### config.mk
export PLATFORM = sky130hd
export DESIGN_NAME = cnn_mac_scheduler
export DESIGN_NICKNAME = d
export VERILOG_FILES = /design/src/rtl/cnn_pkg.sv /design/src/rtl/cnn_idx_counter.sv /design/src/rtl/cnn_mac_scheduler.sv
export SDC_FILE = /design/constraint.sdc
export NUM_CORES = 1
export LEC_CHECK = 0
export CORE_UTILIZATION = 41
export CTS_BUF_LIST = sky130_fd_sc_hd__clkbuf_8
export CTS_CLUSTER_DIAMETER = 200
export CTS_CLUSTER_SIZE = 28
export DETAILED_ROUTE_END_ITERATION = 8
export PLACE_DENSITY = 0.95
export SYNTH_ARGS = -nofsm -noshare
export SYNTH_HDL_FRONTEND = slang
export SYNTH_SLANG_ARGS = --single-unit
### constraint.sdc
create_clock -name Clk -period 2.2 [get_ports Clk]
set_input_delay 0.44 -clock Clk [delete_from_list [all_inputs] [get_ports Clk]]
set_output_delay 0.44 -clock Clk [all_outputs]
set_load 0.05 [all_outputs]
### src/rtl/cnn_pkg.sv
// Shared defaults, FSM state encoding and index-width helper for the CNN MAC scheduler.
// Latency: n/a (declarations only).
// Backpressure: n/a.
package cnn_pkg;

  // Default geometry: inputs per neuron, neurons per frame, operand and accumulator widths.
  localparam int CNN_N_IN  = 16;
  localparam int CNN_N_OUT = 4;
  localparam int CNN_DW    = 8;
  localparam int CNN_AW    = 16;

  // Scheduler sequencing: stream operands, drain MAC pipeline, present result.
  typedef enum logic [1:0] {
    IDLE = 2'd0,
    RUN  = 2'd1,
    WAIT = 2'd2,
    EMIT = 2'd3
  } state_e;

  // Index width that never collapses to zero bits for a count of one.
  function automatic int idx_w(input int n);
    return (n > 1) ? $clog2(n) : 1;
  endfunction

endpackage

### src/rtl/cnn_idx_counter.sv
// Wrapping index counter 0..MAX-1 with synchronous clear, enable and terminal-count flag.
// Latency: count updates on the edge that samples en/clr; tc is combinational from the count.
// Backpressure: none; the owner gates en.
module cnn_idx_counter
  import cnn_pkg::*;
#(
  parameter  int MAX = 16,
  localparam int W   = idx_w(MAX)
) (
  input  logic         Clk,
  input  logic         Rst,
  input  logic         clr,
  input  logic         en,
  output logic [W-1:0] cnt,
  output logic         tc
);

  logic [W-1:0] cnt_q;
  logic [W-1:0] cnt_d;

  assign tc  = (cnt_q == W'(MAX - 1));
  assign cnt = cnt_q;

  // Next count: clear has priority, otherwise step and wrap at the terminal value.
  always_comb begin
    cnt_d = cnt_q;
    if (clr) begin
      cnt_d = '0;
    end else if (en) begin
      cnt_d = tc ? '0 : cnt_q + W'(1);
    end
  end

  // Count register with synchronous reset.
  always_ff @(posedge Clk) begin
    if (Rst) begin
      cnt_q <= '0;
    end else begin
      cnt_q <= cnt_d;
    end
  end

endmodule

### src/rtl/cnn_mac_scheduler.sv
// Sequences buffer reads and MAC strobes for N_OUT neurons of N_IN inputs each, then emits each sum.
// Latency: N_IN read cycles + 2 drain cycles + 1 emit cycle per neuron (N_IN+3 with out_ready high).
// Backpressure: out_valid/out_data/out_idx hold in EMIT until out_ready; no reads issue while stalled.
module cnn_mac_scheduler
  import cnn_pkg::*;
#(
  parameter  int N_IN  = CNN_N_IN,
  parameter  int N_OUT = CNN_N_OUT,
  parameter  int DW    = CNN_DW,
  parameter  int AW    = CNN_AW,
  localparam int IW    = idx_w(N_IN),
  localparam int WW    = idx_w(N_IN * N_OUT),
  localparam int OW    = idx_w(N_OUT)
) (
  input  logic          Clk,
  input  logic          Rst,
  input  logic          start,
  output logic [IW-1:0] in_addr,
  output logic [WW-1:0] w_addr,
  output logic          rd_en,
  input  logic [DW-1:0] in_rdata,
  input  logic [DW-1:0] w_rdata,
  output logic [DW-1:0] mac_a,
  output logic [DW-1:0] mac_b,
  output logic          mac_en,
  output logic          mac_clr,
  input  logic [AW-1:0] mac_acc,
  output logic [AW-1:0] out_data,
  output logic [OW-1:0] out_idx,
  output logic          out_valid,
  input  logic          out_ready,
  output logic          busy,
  output logic          done
);

  state_e        state_q, state_d;
  logic          wait_q, wait_d;        // 0 in first drain cycle, 1 in second
  logic          mac_en_q, mac_en_d;
  logic          mac_clr_q, mac_clr_d;
  logic          done_q, done_d;
  logic [AW-1:0] out_data_q, out_data_d;
  logic [OW-1:0] out_idx_q, out_idx_d;

  logic [IW-1:0] i_cnt;
  logic          i_tc, i_clr, i_en;
  logic [OW-1:0] n_cnt;
  logic          n_tc, n_clr, n_en;

  // Input index within the current neuron.
  cnn_idx_counter #(.MAX(N_IN)) u_i_cnt (
    .Clk (Clk),
    .Rst (Rst),
    .clr (i_clr),
    .en  (i_en),
    .cnt (i_cnt),
    .tc  (i_tc)
  );

  // Neuron index within the frame.
  cnn_idx_counter #(.MAX(N_OUT)) u_n_cnt (
    .Clk (Clk),
    .Rst (Rst),
    .clr (n_clr),
    .en  (n_en),
    .cnt (n_cnt),
    .tc  (n_tc)
  );

  // Operands come straight from the buffers; the read strobe already lined them up with mac_en.
  assign mac_a    = in_rdata;
  assign mac_b    = w_rdata;
  assign mac_en   = mac_en_q;
  assign mac_clr  = mac_clr_q;
  assign done     = done_q;
  assign out_data = out_data_q;
  assign out_idx  = out_idx_q;

  // Weight rows are laid out neuron-major, N_IN entries per neuron.
  assign in_addr  = i_cnt;
  assign w_addr   = WW'(n_cnt) * WW'(N_IN) + WW'(i_cnt);

  // Next-state, counter controls and outputs; the start request is only honoured from IDLE.
  always_comb begin
    state_d    = state_q;
    wait_d     = wait_q;
    done_d     = 1'b0;
    out_data_d = out_data_q;
    out_idx_d  = out_idx_q;
    i_clr      = 1'b0;
    i_en       = 1'b0;
    n_clr      = 1'b0;
    n_en       = 1'b0;
    rd_en      = 1'b0;
    out_valid  = 1'b0;
    busy       = 1'b1;

    unique case (state_q)
      IDLE: begin
        busy = 1'b0;
        if (start) begin
          state_d = RUN;
          i_clr   = 1'b1;
          n_clr   = 1'b1;
        end
      end
      RUN: begin
        rd_en = 1'b1;
        i_en  = 1'b1;
        if (i_tc) begin
          state_d = WAIT;
          wait_d  = 1'b0;
        end
      end
      WAIT: begin
        // Last read data returns in the first drain cycle; its accumulate lands on that
        // cycle's closing edge, so the sum is stable for capture at the second edge.
        if (!wait_q) begin
          wait_d = 1'b1;
        end else begin
          wait_d     = 1'b0;
          state_d    = EMIT;
          out_data_d = mac_acc;
          out_idx_d  = n_cnt;
        end
      end
      EMIT: begin
        out_valid = 1'b1;
        if (out_ready) begin
          i_clr = 1'b1;
          if (n_tc) begin
            n_clr   = 1'b1;
            done_d  = 1'b1;
            state_d = IDLE;
          end else begin
            n_en    = 1'b1;
            state_d = RUN;
          end
        end
      end
      default: begin
        state_d = IDLE;
      end
    endcase

    // MAC strobes trail the read strobe by the one-cycle buffer latency.
    mac_en_d  = rd_en;
    mac_clr_d = rd_en && (i_cnt == '0);
  end

  // State and registered outputs; reset drops any frame in flight without a result or done.
  always_ff @(posedge Clk) begin
    if (Rst) begin
      state_q    <= IDLE;
      wait_q     <= 1'b0;
      mac_en_q   <= 1'b0;
      mac_clr_q  <= 1'b0;
      done_q     <= 1'b0;
      out_data_q <= '0;
      out_idx_q  <= '0;
    end else begin
      state_q    <= state_d;
      wait_q     <= wait_d;
      mac_en_q   <= mac_en_d;
      mac_clr_q  <= mac_clr_d;
      done_q     <= done_d;
      out_data_q <= out_data_d;
      out_idx_q  <= out_idx_d;
    end
  end

endmodule

# Yosys cells after proc, flatten, opt, wreduce, memory -nomap -nowiden
# Index checks and enable logic that the tools add are counted.
# totals
ff_bits,30
input_bits,36
# classes
addsub,3
n_eq_ne,9
n_mux,23
n_bitwise,1
n_reduce_logical,10
# op_table
cell,count
1-bit 2-to-1 mux,13
2-bit 2-to-1 mux,5
2-bit case mux with 4 select lines,1
6-bit by 4-bit adder with 6-bit output,1
"2-bit equality test, second input constant",3
"2-bit != test, second input constant",3
1-bit case mux with 2 select lines,3
2-bit OR reduction,3
"4-bit by 1-bit adder with 4-bit output, second input constant",1
"4-bit equality test, second input constant",1
4-bit logical NOT,1
4-bit 2-to-1 mux,1
2-bit AND reduction,2
4-bit AND reduction,1
"2-bit by 1-bit adder with 2-bit output, second input constant",1
"2-bit by 1-bit equality test with 1-bit output, second input constant",1
2-bit logical NOT,1
"2-bit by 1-bit != test with 1-bit output, second input constant",1
2-bit nonzero test,1
1-bit logical AND,1
1-bit NOT,1

# Depth between registers and ports, before layout
# Gate-level depths: netlist (run 1).
# logic_depth
depth_word,5
mapped_depth,7
depth_no_buf,5

# Modules after synthesis
# A second synthesis (run 1) with hierarchy kept.
# unflattened
cells_unflattened,166
hier_area_um2,1421.4
# modules_own_cells
mod,instances,cells_each,area_per_inst_um2,seq_area_each_um2
cnn_mac_scheduler,1,139,1146.1,480.5
cnn_idx_counter (u_i_cnt),1,19,180.2,80.1
cnn_idx_counter (u_n_cnt),1,8,95.1,40.0

# Worst setup path after synthesis (run 1)
# No wires, ideal clock.
# synth_path
kind,register -> register
startpoint,reg state_q[1]
endpoint,"reg u_i_cnt.cnt_q[3], in the netlist u_i_cnt.cnt[3]"
setup_ns,0.070
t_arrival_ns,1.768
required_ns,2.130
setup_slack_ns,0.362
path_stages_with_launch,7
cell_sequence,dfxtp_1 -> inv_1 -> ha_1 -> buf_2 -> nand2_1 -> or4_1 -> a21oi_1
# synth_rtl
item,line,text
start: declaration,cnn_mac_scheduler.sv:36,"state_e state_q, state_d;"
start signal: assignment,cnn_mac_scheduler.sv:161,state_q <= state_d;
2-bit by 1-bit equality test with 1-bit output,n/a,
1-bit 2-to-1 mux,n/a,
net rd_en,cnn_mac_scheduler.sv:20,"output logic rd_en,"
end signal: assignment,cnn_idx_counter.sv:39,cnt_q <= cnt_d;
end: declaration,cnn_idx_counter.sv:18,logic [W-1:0] cnt_q;
# The timed path passes the listed nets, and every way through them passes these cells.
# A chain may end at the register's enable or synchronous reset.

# Final worst setup path (run 1)
# layout_path
startpoint,"reg u_i_cnt.cnt_q[2], in the netlist u_i_cnt.cnt[2]"
endpoint,out w_addr[2]
# layout_via
elab_chain_cells,1
# layout_rtl
item,line,text
6-bit by 4-bit adder with 6-bit output,cnn_mac_scheduler.sv:80,assign w_addr = WW'(n_cnt) * WW'(N_IN) + WW'(i_cnt);
end: declaration,cnn_mac_scheduler.sv:19,"output logic [WW-1:0] w_addr,"
# No other way between the ends.

==> results.py, run 1 <==
metrics = {
    "cts": {
        "cts_setup_buffers": 0,
        "h-tree-depth": 2,
        "ctsResizeCount": 0,
        "cts_root_buffer": "clkbuf_8",
        "clkTransAtPathRegs_ns": 0.06,
        "cts_buffer_depth": 2,
        "cts_hold_buf": 0,
        "clkSinkCount": 30,
        "cts_tree": "done",
        "insertion_delay_ns": 0.28,
        "numCtsBuffers": 5,
    },
    "sta": {
        "finalHoldViolCount": 0,
        "skew_ns": 0.005771,
        "holdWs_ns": 0.4570,
        "setup_tns_ns": 0,
        "report.final.slew_viol_count": 0,
        "worstMarginPinSlew_ns": 0.6040,
        "period_share_pct": 91.64,
        "relSlewSlack_pct": 59.64,
        "rsz0062_at_grt": "false",
        "setup_viol": 0,
        "fmax_mhz": 496.0,
        "fin_crit_ns": 2.016,
    },
    "synthesis": {
        "syn_inst": 169,
        "synth_nets": 213,
        "ys_seq_area_share_pct": 41.81,
        "synth_warnings": 0,
        "syn_avg_cell_area_sq_um": 8.499,
        "ys_types": 32,
        "syn_area_sq_um": 1436,
        "ys_ff_latch": 30,
    },
    "worst_setup_path": {
        "path_cells": "clkdlybuf4s50_1",
        "ff2ff_path_depth": 5,
        "timing.critical_path.buf_inv": 1,
        "path_delay_family": "buffers and inverters",
        "crit_slowest_cell": "clkdlybuf4s50_1",
        "critPathKind": "register to primary output",
        "required_ns": 1.76,
        "crit_cells": 1,
        "start_kind": "register",
        "worstPathMaxFanout": 6,
        "arrival_ns": 1.58,
        "cpPeakStageDelay_ns": 0.85,
        "endpoint_kind": "primary output",
    },
    "drt": {
        "wirelength_microns": 3012,
        "drt-pass1-iter-count": 4,
        "wirelength_met1_microns": 1318,
        "final_antenna_net_count": 0,
        "vias_per_cell": 4.802,
        "drt_iter0_markers": 53,
        "met2_length_microns": 1460,
        "highest_layer": "met4",
        "vias": 1210,
        "post_drt_wl_per_cell_microns": 11.95,
        "drc_errors": 0,
        "met3_length_microns": 200,
    },
    "pwr": {
        "p_leak_nw": 0.7394,
        "power_density_nw_per_um2": 892.6,
        "peakVddDrop_mv": 0.7833,
    },
    "floorplan": {
        "fp.dieW_microns": 61.19,
        "die_area_sq_um": 3744,
        "initial_core_util_pct": 43.04,
        "core_area_sq_um": 3337,
        "rows": 21,
        "die_h_microns": 61.19,
        "io_pins": 86,
    },
    "final_layout": {
        "layout_common_cells": "clkdlybuf4s50_1 (50), nand2_1 (42), dfxtp_1 (30)",
        "syn_to_final_growth_pct": 36.41,
        "antenna_cells": 0,
        "fin_nets": 249,
        "drive_above_1_share_pct": 7.767,
        "final_common_cell": "clkdlybuf4s50_1",
    },
    "place": {
        "port_buffers": 53,
        "hpwl_microns": 2238,
        "gp_congestion": 0.7531,
    },
    "min_path": {
        "holdPathStages": 2,
        "min_path_type": "register to register",
    },
    "global_routing": {
        "first_global_vias": 1074,
        "antenna_found_initial": 0,
        "grt_usage_pct": 17.58,
        "grt_max_degree": 19,
        "overflow": 0,
        "grt_first_pass_wirelength_microns": 4767,
    },
    "outcome": {
        "status": "finished clean",
    },
    "flow_run": {
        "maxCapViolCount": 0,
    },
}
## final timing paths
kind,start,endpoint,slack (ns)
setup / recovery,u_i_cnt.cnt[2],w_addr[2],0.18
hold / removal,out_data[3],out_data[3],0.46
setup reg to reg,state_q[1],u_i_cnt.cnt[3],0.53
hold reg to reg,out_data[3],out_data[3],0.46
## flip-flops by register name (all words and copies together) (netlist names), 2 cells and up
| name | cells |
|---|---|
| state_q | 2 |
| out_data | 16 |
| u_i_cnt.cnt | 4 |
| u_n_cnt.cnt | 2 |
| out_idx | 2 |
## cell families after synthesis
| group | synth area share (%) |
|---|---|
| multiplexers | 2.788 |
| XOR/XNOR | 1.220 |
| adder cells (fa/ha/maj) | 6.969 |
| buffers and inverters | 13.85 |
| flip-flops | 41.81 |
| AO/OA/AOI/OAI | 14.03 |
| AND/OR/NAND/NOR | 19.34 |
## stage by stage
stage / area, sq um / std cells / worst slack (ns) / total power, mW / util, %
2_1_floorplan: 1436 / 169 / 0.3622 / 1.199 / -
3_3_place_gp: 1868 / 244 / 0.3725 / 1.304 / 55.98
3_5_place_dp: 1868 / 244 / 0.3026 / 1.321 / 55.98
4_1_cts: 1959 / 252 / 0.1632 / 1.766 / 58.72
5_1_grt: 1959 / 252 / 0.09591 / 1.846 / 58.72
6_report: 1959 / 252 / 0.1840 / 1.749 / 58.72
## Yosys cell counts, drive strengths merged
cell,count,share of area (%)
and2b,1,0.70
and3,1,0.44
a21o,1,0.52
a32oi,1,0.61
inv,6,1.6
ha,8,7.0
nand2,42,11
a21oi,21,7.3
a21boi,1,0.52
or4,1,0.52
dfxtp,30,42
mux2i,4,2.8
a2111oi,1,1.9
clkbuf,3,0.78
a22oi,1,0.52
nand3b,1,0.52
nor2,5,1.3
buf,23,11
and3b,1,0.61
and2,1,0.44
nor2b,4,1.7
and4,1,0.61
o21ai,4,1.4
nand3,2,1.0
xor2,2,1.2
o31ai,1,0.52
nand2b,1,0.44
o211a,1,0.70
## layer usage
| metal | GRT usage (%) | vias up |
|---|---|---|
| li1 | - | 605 |
| met1 | 20.73 | 551 |
| met2 | 28.73 | 50 |
| met3 | 6.092 | 4 |
| met4 | 8.117 | 0 |
| met5 | 0 | - |
## cell type report
type                            instances  area, sq um
Multi-Input combinational cell        107        636.9
Inverter                                6        22.52
Clock buffer                            6        82.58
Sequential cell                        30        600.6
Timing Repair Buffer                   55        550.5
Fill cell                             296         1378
Tap cell                               46        57.56
Clock inverter                          2        8.758
## report_power, final
part | total [mW] | internal [mW] | switching, mW
Clock | 0.441 | 0.247 | 0.194
Combinational | 0.673 | 0.272 | 0.401
Sequential | 0.636 | 0.590 | 0.0460
(Power assumes the default switching activity.)
==> run 2, diff against run 1 <==
- CORE_UTILIZATION: 41 -> 35
- MAX_ROUTING_LAYER: not set -> met4
- PLACE_DENSITY: 0.95 -> 0.91
- clock period: 2.2 -> 1.8 ns (I/O delays scaled with it)
==> run 2 against run 1 <==
Effect of this change: register-to-register slack got worse by 0.34 ns; clock skew decreased by 0.0029 ns; sequential power increased by 23%; via count decreased by 0.41%; non-clock buffer count increased by 3; first-iteration DRC count decreased by 19%; sequential share of layout area decreased by 0.36 points; highest routed layer unchanged.
==> results.py, run 2 (synthesis results as in run 1) <==
metrics = {
    "worst_setup_path": {
        "path_cells": "clkdlybuf4s50_1",
        "crit_slowest_cell": "clkdlybuf4s50_1",
        "ff2ff_path_depth": 5,
        "critPathKind": "register to primary output",
        "r2r_slack_ns": 0.19,
        "cpPeakStageDelay_ns": 0.79,
        "start_kind": "register",
        "r2r-start": "state_q[0]",
        "worstPathMaxFanout": 1,
        "required_ns": 1.44,
        "path_delay_family": "buffers and inverters",
        "arrival_ns": 1.38,
        "rr_endpoint": "state_q[0]",
        "crit_cells": 1,
        "endpoint_kind": "primary output",
        "timing.critical_path.buf_inv": 1,
    },
    "min_path": {
        "min_path_type": "register to register",
        "hold_end": "out_data[15]",
        "holdPathStages": 2,
        "hp-start": "out_data[15]",
    },
    "sta": {
        "holdWs_ns": 0.4576,
        "skew_ns": 0.002882,
        "fmax_mhz": 576.3,
        "fin_crit_ns": 1.735,
        "rsz0062_at_grt": "false",
        "relSlewSlack_pct": 58.41,
        "setup_viol": 0,
        "worstMarginPinSlew_ns": 0.6238,
        "setup_tns_ns": 0,
        "finalHoldViolCount": 0,
        "report.final.slew_viol_count": 0,
        "period_share_pct": 96.41,
    },
    "cts": {
        "cts_setup_buffers": 0,
        "clkSinkCount": 30,
        "cts_buffer_depth": 2,
        "cts_hold_buf": 0,
        "cts_root_buffer": "clkbuf_8",
        "ctsResizeCount": 0,
        "h-tree-depth": 2,
        "numCtsBuffers": 5,
        "cts_tree": "done",
        "insertion_delay_ns": 0.28,
        "clkTransAtPathRegs_ns": 0.06,
    },
    "outcome": {
        "status": "finished clean",
    },
    "drt": {
        "vias_per_cell": 4.689,
        "wirelength_microns": 2994,
        "post_drt_wl_per_cell_microns": 11.65,
        "drt-pass1-iter-count": 4,
        "drt_iter0_markers": 43,
        "final_antenna_net_count": 0,
        "drc_errors": 0,
        "vias": 1205,
    },
    "global_routing": {
        "antenna_found_initial": 0,
        "first_global_vias": 1086,
        "grt_first_pass_wirelength_microns": 4719,
        "grt_max_degree": 19,
        "grt_usage_pct": 14.83,
        "overflow": 0,
    },
    "final_layout": {
        "finalCoreUtilization_pct": 52.40,
        "nFillCells": 362,
        "syn_to_final_growth_pct": 38.59,
        "final_common_cell": "nand2_1",
        "layout_common_cells": "nand2_1 (42), buf_4 (35), dfxtp_1 (28)",
        "drive_above_1_share_pct": 25.36,
        "fin_nets": 252,
        "antenna_cells": 0,
        "largest_reg_flops": 16,
    },
    "pwr": {
        "power_mw": 2.490,
        "power_density_nw_per_um2": 1251,
        "p_leak_nw": 0.8398,
        "peakVddDrop_mv": 0.8768,
    },
    "place": {
        "hpwl_microns": 2212,
        "gp_congestion": 0.7930,
        "port_buffers": 53,
    },
    "floorplan": {
        "initial_core_util_pct": 37.81,
        "fp.dieW_microns": 66.06,
        "die_area_sq_um": 4364,
        "rows": 22,
        "die_h_microns": 66.06,
        "core_area_sq_um": 3799,
        "io_pins": 86,
    },
    "flow_run": {
        "maxCapViolCount": 0,
    },
}
==> run 2: cell types whose count changed in the layout (fill, tap and decap cells not counted), sizes merged <==
| cell | change |
|---|---|
| buf | +33 |
| clkdlybuf4s50 | -30 |
| bufinv | +2 |
| clkinv | -1 |
| inv | -1 |
==> run 2: layout make-up <==
cell class / instances / area, sq um / share of cell area [%]
clock buffers: 6 / 82.58 / 4.148
clock inverters: 2 / 60.06 / 3.017
inverters: 6 / 22.52 / 1.131
multi-input cells: 107 / 639.4 / 32.12
flip-flops and latches: 30 / 603.1 / 30.30
well taps: 48 / 60.06 / 3.017
repair buffers: 58 / 523.0 / 26.27
==> run 2: report_power, final <==
part           total [mW]  switching (mW)  internal (mW)
Sequential          0.784          0.0607          0.723
Clock               0.832           0.242          0.590
Combinational       0.874           0.499          0.376
Total                2.49           0.801           1.69
==> run 2: through the flow <==
stage               worst slack [ns]  cell area, sq um  std cells
floorplan                     0.1183              1441        169
global placement              0.1163              1848        249
detailed placement           0.04427              1848        249
CTS                          0.04945              1991        257
global route                0.008124              1991        257
finish                       0.06464              1991        257
==> run 2: worst max-delay path by stage <==
stage                     startpoint             end  slack [ns]
after CTS                    mac_clr         mac_clr        0.05
after detailed placement   out_ready      state_q[0]        0.04
after global placement     out_ready      state_q[1]        0.12
after floorplan           state_q[1]  u_i_cnt.cnt[3]        0.12
after global routing      state_q[0]     out_data[8]       0.008
final                        mac_clr         mac_clr        0.06
==> run 2: metal layers <==
metal / global-route usage (%) / part of all wire (%) / vias to the layer above
met1: 16.30 / 45 / 530
met3: 5.517 / 9.0 / 11
met5: - / 0 / -
met4: 8.245 / 2.3 / 0
met2: 23.09 / 44 / 47
li1: - / - / 617
